===== src/rtl/sequenciador_regras_ativas_pkg.sv =====
// Shared definitions for the active-rule sequencer.
// The inference unit uses the same rule-index function.
package sequenciador_regras_ativas_pkg;

  localparam int N_CONJ_PAD  = 3;
  localparam int W_REGRA_PAD = 4;

  typedef enum logic [2:0] {
    IDLE  = 3'd0,
    LIMPA = 3'd1,
    EMITE = 3'd2,
    FIM   = 3'd3
  } estado_t;

  function automatic int indice_regra(
    input int n_conj,
    input int i,
    input int j
  );
    return n_conj * i + j;
  endfunction

endpackage


===== src/rtl/sequenciador_regras_ativas_codificador.sv =====
// Lowest-set-bit encoder over the pending-rule vector.
// The lowest index wins, so rules come out in ascending order.
module codificador_prioridade_regras #(
  parameter int N_BITS = 9,
  parameter int W      = 4
) (
  input  logic [N_BITS-1:0] bits,
  output logic [W-1:0]      indice,
  output logic              algum
);

  always_comb begin
    indice = '0;
    for (int k = N_BITS - 1; k >= 0; k--) begin
      if (bits[k]) indice = W'(k);
    end
  end

  assign algum = |bits;

endmodule


===== src/rtl/sequenciador_regras_ativas.sv =====
// Walks only the active rules, one per handshake,
// with a clear pulse before and an end pulse after each pass.
module sequenciador_regras_ativas
  import sequenciador_regras_ativas_pkg::*;
#(
  parameter int N_CONJ  = N_CONJ_PAD,
  parameter int W_REGRA = W_REGRA_PAD
) (
  input  logic                clk,
  input  logic                rst,
  input  logic                EN_REGRAS,
  input  logic [2*N_CONJ-1:0] FOU_ativo,
  input  logic                regra_pronta,
  output logic [W_REGRA-1:0]  Sequencia_regras,
  output logic                regra_valida,
  output logic                Reset_Inf,
  output logic                fim,
  output logic                ocupado,
  output logic [W_REGRA-1:0]  num_regras,
  output logic [2:0]          estado
);

  localparam int N_REGRAS = N_CONJ * N_CONJ;
  localparam logic [W_REGRA-1:0] MAX_REGRAS =
    W_REGRA'(N_REGRAS);

  if ((2 ** W_REGRA) < N_REGRAS) begin : g_param_ilegal
    $error("W_REGRA too narrow for N_CONJ*N_CONJ rules");
  end

  estado_t               estado_q, estado_d;
  logic [N_REGRAS-1:0]   pend_q, pend_d;
  logic [N_REGRAS-1:0]   pend_novo, um_quente;
  logic [W_REGRA-1:0]    idx, num_q;
  logic                  algum, transf;

  codificador_prioridade_regras #(
    .N_BITS (N_REGRAS),
    .W      (W_REGRA)
  ) u_codificador (
    .bits   (pend_q),
    .indice (idx),
    .algum  (algum)
  );

  always_comb begin
    pend_novo = '0;
    for (int i = 0; i < N_CONJ; i++) begin
      for (int j = 0; j < N_CONJ; j++) begin
        pend_novo[indice_regra(N_CONJ, i, j)] =
          FOU_ativo[i] & FOU_ativo[N_CONJ+j];
      end
    end
  end

  assign um_quente = N_REGRAS'(1) << idx;
  assign transf    = (estado_q == EMITE) & regra_pronta;

  always_comb begin
    estado_d = estado_q;
    pend_d   = pend_q;
    case (estado_q)
      IDLE: begin
        if (EN_REGRAS) begin
          pend_d   = pend_novo;
          estado_d = LIMPA;
        end
      end
      LIMPA: estado_d = algum ? EMITE : FIM;
      EMITE: begin
        if (transf) begin
          pend_d = pend_q & ~um_quente;
          if (pend_d == '0) estado_d = FIM;
        end
      end
      FIM: estado_d = IDLE;
      default: begin
        estado_d = IDLE;
        pend_d   = '0;
      end
    endcase
  end

  always_ff @(posedge clk or negedge rst) begin
    if (!rst) begin
      estado_q <= IDLE;
      pend_q   <= '0;
      num_q    <= '0;
    end else begin
      estado_q <= estado_d;
      pend_q   <= pend_d;
      if ((estado_q == IDLE) && EN_REGRAS) begin
        num_q <= '0;
      end else if (transf && (num_q < MAX_REGRAS)) begin
        num_q <= num_q + 1'b1;
      end
    end
  end

  assign regra_valida     = (estado_q == EMITE);
  assign Sequencia_regras = regra_valida ? idx : '0;
  assign Reset_Inf        = (estado_q == LIMPA);
  assign fim              = (estado_q == FIM);
  assign ocupado          = (estado_q != IDLE);
  assign num_regras       = num_q;
  assign estado           = estado_q;

endmodule


===== config.mk =====
export PLATFORM = sky130hd
export DESIGN_NAME = sequenciador_regras_ativas
export DESIGN_NICKNAME = d
export VERILOG_FILES = /design/src/rtl/sequenciador_regras_ativas_pkg.sv /design/src/rtl/sequenciador_regras_ativas_codificador.sv /design/src/rtl/sequenciador_regras_ativas.sv
export SDC_FILE = /design/constraint.sdc
export NUM_CORES = 1
export LEC_CHECK = 0
export CAP_MARGIN = 20
export CELL_PAD_IN_SITES_DETAIL_PLACEMENT = 1
export CELL_PAD_IN_SITES_GLOBAL_PLACEMENT = 1
export CORE_MARGIN = 2
export CORE_UTILIZATION = 38
export DETAILED_ROUTE_END_ITERATION = 12
export PLACE_DENSITY_LB_ADDON = 0.1
export SLEW_MARGIN = 10
export SYNTH_ARGS = -nofsm -noshare
export SYNTH_HDL_FRONTEND = slang
export SYNTH_SLANG_ARGS = --single-unit

===== constraint.sdc =====
create_clock -name clk -period 6.1 [get_ports clk]
set_input_delay 1.525 -clock clk [delete_from_list [all_inputs] [get_ports clk]]
set_output_delay 1.525 -clock clk [all_outputs]
set_load 0.05 [all_outputs]

==> flow_summary.ini <==
[sta]
min_period_over_period_pct = 67.1
min_period_ns = 4.09
fmax_ghz = 0.244
tns_ns = 0
slew_headroom_pct = 52.7
grt_setup_unrepaired = no
tightest_slew_ns = 0.705
hold_viol_final = 0
final-setup-viol-count = 0
finalMaxSlewViolations = 0
fin_skew_ns = 0.00383

[grt]
antenna_found_initial = 0
grt-ovfl-total = 0
grtUsageTotal_pct = 19.1
grt_max_degree = 16
grt_pass1_vias = 944
grt_pass1_wl_um = 4750

[placed_design]
io_buffers = 23
dp_hpwl_um = 1960
place_congestion = 0.769

[synth]
ys_warn_count = 0
syn-cell-area_um2 = 997
synthDistinctLibCells = 35
yosys_register_bits = 15
synth.net_count = 129
async_reset_ff_share_pct = 100
postSynthCellCount = 113
synth_common_cells = 15 x dfrtp_1, 10 x a21oi_1, 10 x inv_1
netlist.area_leader.share_pct = 37.6
synth-seq-area-share_pct = 37.6
synth_ff_type = dfrtp_1
yosysMostFrequentCell = dfrtp_1
yosys.area.top_type = dfrtp_1
synth_edf_count = 0
synth.avg_cell_area_um2 = 8.82
synth_area_leaders = dfrtp_1 38%, ha_1 7.5%, a22o_1 6.1%

[setup_path]
reg2reg_depth = 5
required_ns = 4.58
cp-end-kind = primary output
regToRegSetupSlack_ns = 3.58
reg2reg_from = pend_q[3]$_DFFE_PN0P_
r2r_end = estado[1]$_DFFE_PN0P_
worst_setup_path_start_kind = flop
worst-setup-path-type = flop to primary output
cp.arrival_ns = 2.57
crit_fanout = 11

[outcome]
status = complete, no violations

[min_path]
hold-path-endpoint = pend_q[8]$_DFFE_PN0P_
worstHoldPathCells = 1
hp-start = pend_q[8]$_DFFE_PN0P_
holdCritPathClass = flop to flop

[clocking]
tritoncts = yes
cts_hold_buf = 0
cts_setup_buffers = 0
root_buffer = clkbuf_4
post_cts_resized = 0
insertion_delay_ns = 0.29
cts_max_path_buffers = 2
cts_sinks = 15
numCtsBuffers = 3
clkTransAtPathRegs_ns = 0.10
h-tree-depth = 1

[detailed_routing]
routed_wl_um = 2750
drcViolationCount = 0
initialDrtViolationCount = 13
drtPass1Iterations = 4
ant_nets = 0
vias_per_cell = 5.72
wl_per_cell_um = 17.2
vias = 915

[final_layout]
seq_area_um2 = 375
fin_util_pct = 50.3
num_antenna_cells = 0
nFillCells = 300
drive_gt1_share_pct = 6.92
num-nets-final = 147
multi_input_area_um2 = 538
area_delta_synth_final_pct = 25.0

[run]
cap_violations = 0

[floorplan]
start_util_pct = 40.3
ios = 25
placementRows = 18
chipWidth_um = 55.2
core_area_um2 = 2480
die_area_um2 = 3050
die_h_um = 55.2
[registers in the layout, indices dropped and copies added, names as in the netlist]
signal      cells
estado          2
num_regras      4
pend_q          9
[worst max-delay path, stage by stage (launching register included)]
cell and delay, ns:
dfrtp_1 0.44, inv_1 0.10, ha_1 0.36, inv_1 0.23, nor4_1 0.30, clkdlybuf4s50_1 0.85
[routing by layer]
metal	wire length [um]	global-route usage, %
met4	15	4.18
met5	0	0
met3	107	3.28
met2	1210	26.9
met1	1410	30.0
[cell type report]
type                            instances  share of cell area [%]
Clock buffer                            3                    1.81
Clock inverter                          1                   0.402
Inverter                               10                    3.01
Multi-Input combinational cell         78                    43.2
Sequential cell                        15                    30.1
Tap cell                               30                    3.01
Timing Repair Buffer                   23                    18.5
[logic make-up after synthesis]
logic type,share of synthesized area (%)
xor gates and xnor gates,1.76
other,0.376
buffers and inverters,8.91
AOI/OAI and AO/OA,25.5
and+or+nand+nor,16.1
DFF,37.6
adders and majority gates,7.53
muxes,2.26
[worst max-delay path by stage]
stage | startpoint | end | slack (ns) | cells past startpoint
5_1_grt | estado[0]$_DFFE_PN0P_ | Sequencia_regras[3] | 1.82 | 5
3_3_place_gp | estado[0]$_DFFE_PN0P_ | Sequencia_regras[3] | 2.41 | 5
4_1_cts | estado[0]$_DFFE_PN0P_ | Sequencia_regras[3] | 1.98 | 5
2_1_floorplan | estado[1]$_DFFE_PN0P_ | Sequencia_regras[3] | 1.33 | 4
6_report | estado[0]$_DFFE_PN0P_ | Sequencia_regras[3] | 2.01 | 5
3_5_place_dp | EN_REGRAS | pend_q[3]$_DFFE_PN0P_ | 2.31 | 5
[layout by cell type (no fill, tap or decap), drive strengths merged, types with 2 or more instances in the layout]
cell and n:
and3 4, nor3 5, mux2 2, dfrtp 15, or4 3, inv 10
nand2 6, o21ai 8, nor2 7, ha 6, o41ai 2, nor4 2
clkbuf 3, a22o 8, a21oi 10, a311oi 2, clkdlybuf4s50 23
[per-stage QoR]
stage          area, um^2  std cells  setup slack (ns)  hold slack [ns]
2_1_floorplan         997        113              1.33            0.503
3_3_place_gp         1210        156              2.41            0.543
3_5_place_dp         1210        156              2.31            0.539
4_1_cts              1240        160              1.98            0.564
5_1_grt              1250        160              1.82            0.579
6_report             1250        160              2.01            0.565
Power is left out: the tool's default activity adds up to more than one toggle a clock period on the data nets, which glitch-free logic cannot reach.
